===== config.mk =====
export PLATFORM = sky130hd
export DESIGN_NAME = collide_scan
export DESIGN_NICKNAME = d
export VERILOG_FILES = /design/src/rtl/collide_scan_pkg.sv /design/src/rtl/collide_scan_aabb_overlap.sv /design/src/rtl/collide_scan.sv
export SDC_FILE = /design/constraint.sdc
export NUM_CORES = 1
export LEC_CHECK = 0
export CAP_MARGIN = 30
export CORE_ASPECT_RATIO = 2
export CORE_MARGIN = 8
export CORE_UTILIZATION = 35
export DETAILED_ROUTE_END_ITERATION = 6
export MAX_ROUTING_LAYER = met4
export PLACE_DENSITY_LB_ADDON = 0.1
export SLEW_MARGIN = 40
export SYNTH_ARGS = -nofsm -noshare
export SYNTH_HDL_FRONTEND = slang
export SYNTH_HIERARCHICAL = 1
export SYNTH_SLANG_ARGS = --single-unit
export TNS_END_PERCENT = 30

===== constraint.sdc =====
create_clock -name clk -period 5.5 [get_ports clk]
set_clock_uncertainty 0.05 [all_clocks]
set_input_delay 1.1 -clock clk [delete_from_list [all_inputs] [get_ports clk]]
set_output_delay 1.1 -clock clk [all_outputs]
set_load 0.03 [all_outputs]

===== src/rtl/collide_scan_pkg.sv =====
// Shared game defines (record layout, object types, scan state codes) and the
// collide_scan package built on them.
`ifndef GAME_DEFINES_SVH
`define GAME_DEFINES_SVH
`define GAME_DATACOUNT   4
`define GAME_DATALEN     36
`define COORDLEN    8
`define PLAYERTYPE  4'd1
`define ENEMYTYPE   4'd2
`define TYPE_OFF    0
`define TYPE_LEN    4
`define X_OFF       4
`define Y_OFF       12
`define W_OFF       20
`define H_OFF       28
`define ST_IDLE     2'd0
`define ST_CHECK    2'd1
`define ST_SCAN     2'd2
`define ST_DONE     2'd3
`endif

package collide_scan_pkg;

   typedef enum logic [1:0] {
      IDLE  = `ST_IDLE,
      CHECK = `ST_CHECK,
      SCAN  = `ST_SCAN,
      DONE  = `ST_DONE
   } state_t;

   // One-axis overlap; sums carry an extra bit so large pos+size cannot wrap.
   function automatic logic axis_overlap(
      input logic [`COORDLEN-1:0] p_pos,
      input logic [`COORDLEN-1:0] p_size,
      input logic [`COORDLEN-1:0] e_pos,
      input logic [`COORDLEN-1:0] e_size
   );
      logic [`COORDLEN:0] p_end;
      logic [`COORDLEN:0] e_end;
      p_end = {1'b0, p_pos} + {1'b0, p_size};
      e_end = {1'b0, e_pos} + {1'b0, e_size};
      return !((p_end < {1'b0, e_pos}) || (e_end < {1'b0, p_pos}));
   endfunction

endpackage


===== src/rtl/collide_scan_aabb_overlap.sv =====
// Shared combinational AABB comparator: does the enemy record overlap the player record.
module aabb_overlap
   import collide_scan_pkg::*;
#(
   parameter int DATALEN = `GAME_DATALEN
) (
   input  logic [DATALEN-1:0] player,
   input  logic [DATALEN-1:0] enemy,
   output logic               overlap
);

   logic x_hit;
   logic y_hit;
   // Type fields are judged by the scheduler, not the comparator.
   logic unused_type;

   assign unused_type = ^{player[`TYPE_OFF +: `TYPE_LEN], enemy[`TYPE_OFF +: `TYPE_LEN]};

   assign x_hit = axis_overlap(player[`X_OFF +: `COORDLEN], player[`W_OFF +: `COORDLEN],
                               enemy[`X_OFF +: `COORDLEN],  enemy[`W_OFF +: `COORDLEN]);
   assign y_hit = axis_overlap(player[`Y_OFF +: `COORDLEN], player[`H_OFF +: `COORDLEN],
                               enemy[`Y_OFF +: `COORDLEN],  enemy[`H_OFF +: `COORDLEN]);

   assign overlap = x_hit & y_hit;

endmodule


===== src/rtl/collide_scan.sv =====
// Frame-tick collision scheduler: snapshots the object list and walks enemy
// slots one per clock through a single aabb_overlap instance.
module collide_scan
   import collide_scan_pkg::*;
#(
   parameter int DATACOUNT  = `GAME_DATACOUNT,
   parameter int DATALEN    = `GAME_DATALEN,
   parameter int EARLY_EXIT = 1,
   localparam int IW = (DATACOUNT > 1) ? $clog2(DATACOUNT) : 1
) (
   input  logic                           clk,
   input  logic                           reset,
   input  logic                           start,
   input  logic [DATALEN*DATACOUNT-1:0]   gamedata,
   output logic                           busy,
   output logic                           done,
   output logic                           collide,
   output logic [IW-1:0]                  hit_index
);

   state_t                         state_reg;
   logic [IW-1:0]                  idx_reg;
   logic [DATALEN*DATACOUNT-1:0]   snap_reg;
   logic                           hit_reg;
   logic [IW-1:0]                  first_reg;

   logic [DATALEN-1:0] slot [DATACOUNT];
   logic [DATALEN-1:0] cur_rec;
   logic               overlap;
   logic               hit_now;
   logic               last_slot;
   logic               is_player;

   genvar gi;
   generate
      for (gi = 0; gi < DATACOUNT; gi++) begin : g_slot
         assign slot[gi] = snap_reg[gi*DATALEN +: DATALEN];
      end
   endgenerate

   assign cur_rec   = slot[idx_reg];
   assign is_player = (slot[0][`TYPE_OFF +: `TYPE_LEN] == `PLAYERTYPE);
   assign hit_now   = (cur_rec[`TYPE_OFF +: `TYPE_LEN] == `ENEMYTYPE) && overlap;
   assign last_slot = (idx_reg == IW'(DATACOUNT-1));

   aabb_overlap #(.DATALEN(DATALEN)) u_aabb (
      .player  (slot[0]),
      .enemy   (cur_rec),
      .overlap (overlap)
   );

   always_ff @(posedge clk) begin
      if (!reset) begin
         state_reg <= IDLE;
         idx_reg   <= '0;
         snap_reg  <= '0;
         hit_reg   <= 1'b0;
         first_reg <= '0;
         busy      <= 1'b0;
         done      <= 1'b0;
         collide   <= 1'b0;
         hit_index <= '0;
      end else begin
         done <= 1'b0;
         case (state_reg)
            IDLE: begin
               if (start) begin
                  snap_reg  <= gamedata;
                  idx_reg   <= IW'(1);
                  hit_reg   <= 1'b0;
                  first_reg <= '0;
                  busy      <= 1'b1;
                  state_reg <= CHECK;
               end
            end
            CHECK: begin
               if (!is_player) begin
                  collide   <= 1'b0;
                  hit_index <= '0;
                  done      <= 1'b1;
                  state_reg <= DONE;
               end else begin
                  state_reg <= SCAN;
               end
            end
            SCAN: begin
               if (hit_now && (EARLY_EXIT != 0)) begin
                  collide   <= 1'b1;
                  hit_index <= idx_reg;
                  done      <= 1'b1;
                  state_reg <= DONE;
               end else begin
                  // Only the first hit index is kept when scanning everything.
                  if (hit_now && !hit_reg) begin
                     hit_reg   <= 1'b1;
                     first_reg <= idx_reg;
                  end
                  if (last_slot) begin
                     collide   <= hit_reg | hit_now;
                     hit_index <= hit_reg ? first_reg : (hit_now ? idx_reg : '0);
                     done      <= 1'b1;
                     state_reg <= DONE;
                  end else begin
                     idx_reg <= idx_reg + IW'(1);
                  end
               end
            end
            DONE: begin
               busy      <= 1'b0;
               state_reg <= IDLE;
            end
            default: begin
               busy      <= 1'b0;
               state_reg <= IDLE;
            end
         endcase
      end
   end

endmodule


==> run metrics, run 1 <==
HP Class flip-flop to flip-flop; fin crit share a little over four fifths; YS warnings 6; Fin. Hold Viols 0; gpl congestion 0.906; hold-fix buffers at CTS 0; antenna cells 0; crit path cell chain mux4_2, ha_1, inv_1, fa_1, nand2b_1, a21oi_1, o21a_1, nor2_1, xnor2_1, ha_1, o21a_1, o211ai_1, nor2_1, nor4_2, nor3_1, nand2_1, o22ai_2, a311oi_4, and3_1, o21a_1; peak supply drop 0.228 mV; vias in the first global route 7,629; DRT Pass-1 Iters 4; CTS tree done; Pleak 4.18 nW; postcts setup bufs 0; # IOs 152; Hold Startpoint first_reg[1]; post-detailed-routing wire length ~25 mm; initial core utilization 35.4%; Mapped Area 8610 um2; Hold Path Depth 2; largest net degree at the start of global routing 100; CTS sink count 156; crit path time final 4590 ps; Max H-tree Level 4; cts repair resizes 0; Die H 238 um; FMAX ~220 MHz; syn nets 1,212; 1st-iter DRT viols 391; Global Route Usage Sum between 10% and 20%; Crit Path Max Fanout 26; RSZ-0062 raised after global routing false; Reg2Reg Setup Slack ~900 ps; antenna-violating nets left 0; Crit-path slowest cell dfxtp_2; critical path startpoint category flip-flop; # fillers approximately 2,500; core area around 24,000 um2; final setup fails 0; Worst Tran Pin Value 765 ps; Largest stage delay, worst path 800 ps; Root Buffer clkbuf_16; global-route wire length before repair between 40 and 50 mm; Avg Cell Area, Syn 8.65 um2; Req. time, crit path 5780 ps; share of layout cells above drive strength 1 7.87%; IO Port Bufs 151; Final HPWL DP 19.4 mm; relative slew slack 48.3%; worst reg2reg endpoint idx_reg[1]; final core utilization 45.0%; max FFs per register 144; Min-Delay Endpoint first_reg[1]; WL/cell 17.7 um; DRC violations left 0; DIE AREA 30,200 um2; WP buf/inv 1; FF-to-FF Start idx_reg[1]; global route overflow 0; clk_lat worst skew 450 ps; setup tns final 0 ps; Layout area overhead 27.0%; register area around 3100 um2; Crit. End Element flip-flop; chip width around 130 um; most frequent CP cell o21a_1; status finished, final reports clean; Final nets 1,334; Top delay family on crit path compound AO/OA/AOI/OAI gates; CP Class flip-flop to flip-flop; largest buffer count on any clock path 2; cell count after synthesis ~1,000; Max Slew Vio Count 0; # rows 81; Cell Pwr Density 394 nW/um2; CTS buffer count 17; via count 7,120; Worst R2R Path Depth 20; critical path arrival 4880 ps; clock-pin slew on the worst setup and hold paths 60 ps; initial antenna violation count 0; maxcap violations 0; DR vias/cell roughly 5.0; footprint of the multi-input gates 5080 um2
## power by group
part,switching (mW),internal (mW)
Sequential,0.171,1.33
Combinational,0.917,0.729
Clock,0.489,0.679
Total,1.58,2.73
## cells in the final DEF, fill, tap and decap left out, types with 8 or more instances in the layout
cell               n
o21ai_0           15
dfxtp_1          154
a21oi_1           32
nor2_1            25
nand2_1          303
inv_1             51
ha_1              65
clkdlybuf4s50_1  150
clkbuf_16         17
nand2b_1          12
buf_4              8
a21boi_0         144
xnor2_1           21
nand3_1            9
mux4_2            35
## cell type report
cell class | instances | area share [%]
Timing Repair Buffer | 160 | 14.6
Inverter | 51 | 1.75
Clock inverter | 14 | 1.32
Sequential cell | 156 | 28.6
Multi-Input combinational cell | 732 | 46.4
Clock buffer | 18 | 4.02
Tap cell | 290 | 3.32
## layer usage
metal	global-route usage, %	part of all wire, %
met5	-	0
met4	5.77	1.6
met3	3.78	3.5
met2	30.9	52
met1	19.6	43
## per-stage QoR
stage / instance area [um2] / cells / worst slack (ps) / power, mW / hold slack [ps]
finish: 10900 / 1421 / 908 / 4.31 / 383
global placement: 10300 / 1389 / 996 / 3.18 / 374
global route: 10900 / 1421 / 531 / 4.64 / 414
floorplan: 8610 / 996 / 1160 / 2.66 / 359
detailed placement: 10300 / 1389 / 896 / 3.20 / 375
CTS: 10900 / 1421 / 866 / 4.39 / 385
## worst register-to-register path, cell delays in order (launching register included)
cell      delay [ps]
dfxtp_2          800
mux4_2           370
ha_1             180
inv_1             60
fa_1             390
nand2b_1         180
a21oi_1          200
o21a_1           140
nor2_1            50
xnor2_1          130
ha_1             300
o21a_1           120
o211ai_1          70
nor2_1           120
nor4_2            60
nor3_1           310
nand2_1          120
o22ai_2          290
a311oi_4         170
and3_1           210
o21a_1           170
## worst max path at each step
stage                     startpoint            to  cells past startpoint  slack (ps)
after floorplan           idx_reg[0]  state_reg[0]                     23        1160
after global placement    idx_reg[0]  state_reg[0]                     19        1000
after detailed placement  idx_reg[1]  hit_index[0]                     20         900
after CTS                 idx_reg[1]    idx_reg[1]                     20         870
after global routing      idx_reg[1]  hit_index[0]                     20         530
final                     idx_reg[1]    idx_reg[1]                     20         910
(Power assumes the default switching activity.)
==> run 2: changes to the inputs <==
==> constraint.sdc (replaced) <==
create_clock -name clk -period 4.49 [get_ports clk]
set_clock_uncertainty 0.05 [all_clocks]
set_input_delay 0.898 -clock clk [delete_from_list [all_inputs] [get_ports clk]]
set_output_delay 0.898 -clock clk [all_outputs]
set_load 0.03 [all_outputs]
==> run 2 against run 1 <==
Effect of this change:
- global-route usage is 0.44 points higher
- sequential share of layout area decreased by 0.87 points
- final cell count rose by 1.3%
- non-clock buffer count increased by 18
- largest power group unchanged
==> run metrics, run 2 (same netlist as run 1, synthesis figures left out) <==
status finished, final reports clean; PnR Total Power 5.60 mW (+30%); placed insts 1,397 (+0.58%); core area 24,300 um2 (unchanged); global-route wire length before repair 41.3 mm (+2.3%); IO Port Bufs 151 (unchanged); DIE AREA 30,200 um2 (unchanged); Worst Tran Pin Value 747 ps (-18.0 ps); Hold Path Depth 2 (unchanged); Worst R2R Path Depth 20 (unchanged); largest net degree at the start of global routing 100 (unchanged); relative slew slack 49.5% (+1.2 points); CTS buffer count 17 (unchanged); WL/cell 18.3 um (+3.4%); Reg2Reg Setup Slack 240 ps (-670 ps); Min-Delay Endpoint first_reg[1]; critical path arrival 4530 ps (-350 ps); antenna-violating nets left 0 (unchanged); Crit. End Element flip-flop; peak supply drop 0.319 mV (+40%); commonest non-fill, non-tap cell in the layout nand2_1; hold-fix buffers at CTS 0 (unchanged); Die H 238 um (unchanged); # rows 81 (unchanged); vias in the first global route 7,625 (-0.052%); worst reg2reg endpoint state_reg[0]; CTS tree done; share of layout cells above drive strength 1 10.4% (+2.5 points); max FFs per register 144 (unchanged); most frequent cells in the layout nand2_1 (303), dfxtp_1 (154), clkdlybuf4s50_1 (150), a21boi_0 (144), ha_1 (63); Cell Pwr Density 496 nW/um2 (+26%); chip width 127 um (unchanged); crit path time final 4250 ps (-344 ps); largest buffer count on any clock path 2 (unchanged); Fin. Hold Viols 0 (unchanged); Global Route Usage Sum 18.2% (+0.44 points); Root Buffer clkbuf_16; Crit Path Max Fanout 5 (-81%); CP Class flip-flop to flip-flop; antenna cells 0 (unchanged); clk_lat worst skew 450 ps (about the same); Final HPWL DP 19.9 mm (+2.4%); fin crit share 94.6% (+11 points); Hold Startpoint first_reg[1]; gpl congestion 0.841 (-7.2%); Req. time, crit path 4770 ps (-1010 ps); 1st-iter DRT viols 329 (-16%); FMAX 235 MHz (+8.1%); Final nets 1,352 (+1.3%); Pleak 4.35 nW (+4.0%); Layout area overhead 31.2%; critical path startpoint category flip-flop; DRT Pass-1 Iters 4 (unchanged); # fillers 2,412 (-2.2%); initial antenna violation count 0 (unchanged); DR vias/cell 5.00 (-0.13%); clock-pin slew on the worst setup and hold paths 70 ps (about the same); via count 7,201 (+1.1%); FF-to-FF Start idx_reg[0]; # IOs 152 (unchanged); CTS sink count 156 (unchanged); global route overflow 0 (unchanged); Worst Setup SP idx_reg[0]; Max H-tree Level 4 (unchanged); post-detailed-routing wire length 26.4 mm (+4.7%); final setup fails 0 (unchanged); fin cells 1,439 (+1.3%); initial core utilization 35.4% (unchanged); Max Slew Vio Count 0 (unchanged); DRC violations left 0 (unchanged); HP Class flip-flop to flip-flop; maxcap violations 0 (unchanged)
-- run 2: cell types whose count changed in the layout (fill, tap and decap cells not counted), sizes merged --
| cell | change |
|---|---|
| buf | +16 |
| clkinv | -3 |
| inv | -1 |
| bufinv | +2 |
| clkbuf | +4 |
-- run 2: worst max-delay path by stage --
stage	slack [ps]	to
finish	240	state_reg[0]
global route	-4	state_reg[0]
CTS	50	state_reg[0]
detailed placement	90	hit_index[0]
global placement	240	state_reg[0]
floorplan	150	state_reg[0]
-- run 2: layer usage --
metal	vias up	GRT usage, %	part of all wire (%)
li1	3668	-	-
met1	3350	20.1	42
met2	145	31.1	52
met3	38	4.18	3.7
met4	0	6.86	2.3
met5	-	-	0
-- run 2: power breakdown --
group          switching [mW]  internal [mW]
logic                    1.19           1.00
clock network           0.610          0.980
registers               0.195           1.63
-- run 2: through the flow --
stage	setup WS (ps)	hold slack, ps	setup TNS, ps	area (um2)	util, %
floorplan	149	359	0	8610	-
detailed placement	85.9	382	0	10400	42.9
finish	242	395	0	11300	46.4
global route	-4.09	419	-4.09	11300	46.4
global placement	236	375	0	10400	42.9
CTS	48.4	393	0	11100	45.5
-- run 2: worst max-delay path: stages, from the launching register on --
cell and delay, ps:
dfxtp_4 420, buf_12 150, mux4_2 510, ha_1 230, inv_1 70, fa_2 200
nand2b_4 130, a21oi_2 60, o21a_1 180, nor2_2 90, xnor2_1 130, ha_1 270
a21o_1 170, a32o_1 200, nor4_2 270, nor3_2 100, nand2b_1 120, o22ai_4 110
a311oi_4 310, nor2_1 70, o221a_2 280
-- run 2: layout make-up --
class | instances | area [um2] | area share, %
clock buffer | 20 | 467 | 4.13
clock inverter | 12 | 186 | 1.65
inverter | 51 | 191 | 1.69
multi-input combinational | 732 | 5150 | 45.6
sequential | 156 | 3130 | 27.7
tap | 290 | 363 | 3.21
timing repair buffer | 178 | 1810 | 16.0
-- run 2: what timing repair did --
item | 4_1_cts | 5_1_grt
buffers inserted | 0 | 8
gates resized for setup | 0 | 19
endpoints found under the setup margin | 0 | 8
hold endpoints to repair | 0 | 0
==> run 3: changes to the inputs <==
--- a/config.mk
+++ b/config.mk
@@ -8,7 +8,7 @@
 export CAP_MARGIN = 30
 export CORE_ASPECT_RATIO = 2
 export CORE_MARGIN = 8
-export CORE_UTILIZATION = 35
+export CORE_UTILIZATION = 30
 export DETAILED_ROUTE_END_ITERATION = 6
 export MAX_ROUTING_LAYER = met4
 export PLACE_DENSITY_LB_ADDON = 0.1
==> run 3 against run 2 <==
Effect of this change:
- sequential share of layout area is 0.29 points lower
- first-iteration DRC count is 11% higher
- critical endpoint is now state_reg[1]
- clock power hardly changed
- power is 2.0% higher
- clock-buffer cell count is 1 higher
- flip-flop and latch count stayed put
==> run metrics, run 3 (same netlist as run 1, synthesis figures left out) <==
Crit. End Element flip-flop; Largest stage delay, worst path 520 ps (about the same); DP Area 10,600 um2 (+1.3%); Root Buffer clkbuf_16; WL/cell 17.4 um (-5.3%); final setup fails 0 (unchanged); critical path arrival 4560 ps (+30 ps); vias in the first global route 7,485 (-1.8%); maxcap violations 0 (unchanged); Max H-tree Level 4 (unchanged); global-route wire length before repair 41.0 mm (-0.72%); # rows 88 (+8.6%); Worst Tran Pin Value 799 ps (+51.8 ps); 1st-iter DRT viols 365 (+11%); CTS buffer count 17 (unchanged); Design Area, Final 11,400 um2 (+0.97%); max FFs per register 144 (unchanged); critical path startpoint category flip-flop; commonest non-fill, non-tap cell in the layout nand2_1; clock-pin slew on the worst setup and hold paths 60 ps (about the same); Crit-path slowest cell mux4_2; crit path time final 4290 ps (+36.9 ps); Pleak 4.37 nW (+0.46%); status finished, final reports clean; peak supply drop 0.321 mV (+0.78%); gpl congestion 0.872 (+3.7%); Final nets 1,354 (+0.15%); FMAX 233 MHz (-0.86%); hold-fix buffers at CTS 0 (unchanged); DRC violations left 0 (unchanged); DIE AREA 34,700 um2 (+15%); most frequent cells in the layout nand2_1 (302), dfxtp_1 (154), clkdlybuf4s50_1 (150), a21boi_0 (144), ha_1 (63); share of layout cells above drive strength 1 10.6% (+0.25 points); setup tns final 0 ps (unchanged); initial core utilization 30.2% (-5.2 points); Layout area overhead 32.5%; Req. time, crit path 4770 ps (about the same); CP Class flip-flop to flip-flop; CTS sink count 156 (unchanged); crit path cell chain buf_12, buf_8, buf_4, mux4_2, ha_1, o21ai_2, a21oi_2, nor2_1, xnor2_1, ha_1, a21o_1, a21o_1, a32o_2, nor4_4, nor3_4, nand2b_1, o22ai_4, a311oi_4, buf_4, a21oi_1, mux2i_1; via count 7,208 (+0.097%); global route overflow 0 (unchanged); post-detailed-routing wire length 26.2 mm (-0.63%); Crit Path Max Fanout 6 (+1); HP Class flip-flop to flip-flop; largest net degree at the start of global routing 128 (+28%); core area 28,500 um2 (+17%); Fin. Hold Viols 0 (unchanged); Final HPWL DP 20.0 mm (+0.31%); chip width 136 um (+7.0%); antenna cells 0 (unchanged); initial antenna violation count 0 (unchanged); CTS tree done; DRT Pass-1 Iters 4 (unchanged); Cell Pwr Density 501 nW/um2 (+0.99%); clk_lat worst skew 440 ps (about the same); largest buffer count on any clock path 2 (unchanged); relative slew slack 46.7% (-2.8 points); DR vias/cell 4.77 (-4.6%); IO Port Bufs 151 (unchanged); fin crit share 95.4% (+0.82 points); # IOs 152 (unchanged); Max Slew Vio Count 0 (unchanged); hold_ws 387 ps (-7.81 ps); PnR Total Power 5.71 mW (+2.0%); antenna-violating nets left 0 (unchanged); Die H 256 um (+7.5%); Global Route Usage Sum 15.6% (-2.6 points)
-- run 3: cell types whose count changed in the layout (fill, tap and decap cells not counted), moves of 2 or more --
cell      change
buf_6         +2
buf_8         +2
clkbuf_1      +2
clkinv_4      -3
nor3_2        -2
-- run 3: layout make-up --
type | instances | area, um2
repair buffers | 180 | 1820
multi-input cells | 732 | 5170
clock buffers | 21 | 460
flip-flops and latches | 156 | 3130
clock inverters | 10 | 188
well taps | 360 | 450
fillers | 2908 | 17100
inverters | 51 | 191
-- run 3: metal layers --
layer  global-route usage, %  vias up  part of all wire (%)
met5                       -        -                     0
met2                    24.3      155                    48
met3                    3.22       23                   3.9
li1                        -     3672                     -
met4                    5.52        0                   1.8
met1                    19.5     3358                    47
-- run 3: worst paths after layout --
check                    start  slack (ps)  cells after the start           end
hold / removal    first_reg[1]         390                      2  first_reg[1]
setup / recovery    idx_reg[0]         200                     21  state_reg[1]
setup reg to reg    idx_reg[0]         200                     21  state_reg[1]
hold reg to reg   first_reg[1]         390                      2  first_reg[1]
-- run 3: worst max-delay path: cells and delay by family (launching register included) --
| family | cells | cell delay [ps] |
|---|---|---|
| buffers and inverters | 4 | 530 |
| XOR/XNOR | 1 | 190 |
| AO/OA/AOI/OAI | 8 | 1220 |
| AND/OR/NAND/NOR | 4 | 510 |
| flip-flops | 1 | 400 |
| multiplexers | 2 | 650 |
| adder cells (fa/ha/maj) | 2 | 620 |
-- run 3: repair_timing --
| action | CTS | global route |
|---|---|---|
| buffers inserted | 0 | 7 |
| resized for setup | 0 | 26 |
| endpoints found under the setup margin | 0 | 8 |
-- run 3: through the flow --
step	util (%)	setup WS, ps	cells
CTS	39.3	98.9	1502
global route	40.0	-25.6	1510
global placement	37.0	189	1471
detailed placement	37.0	125	1471
finish	40.0	205	1510
floorplan	-	149	996
-- run 3: power breakdown --
part	switching, mW	internal (mW)	total, mW
combinational	1.26	1.04	2.29
sequential	0.195	1.63	1.82
clock	0.583	1.01	1.60
total	2.03	3.68	5.71
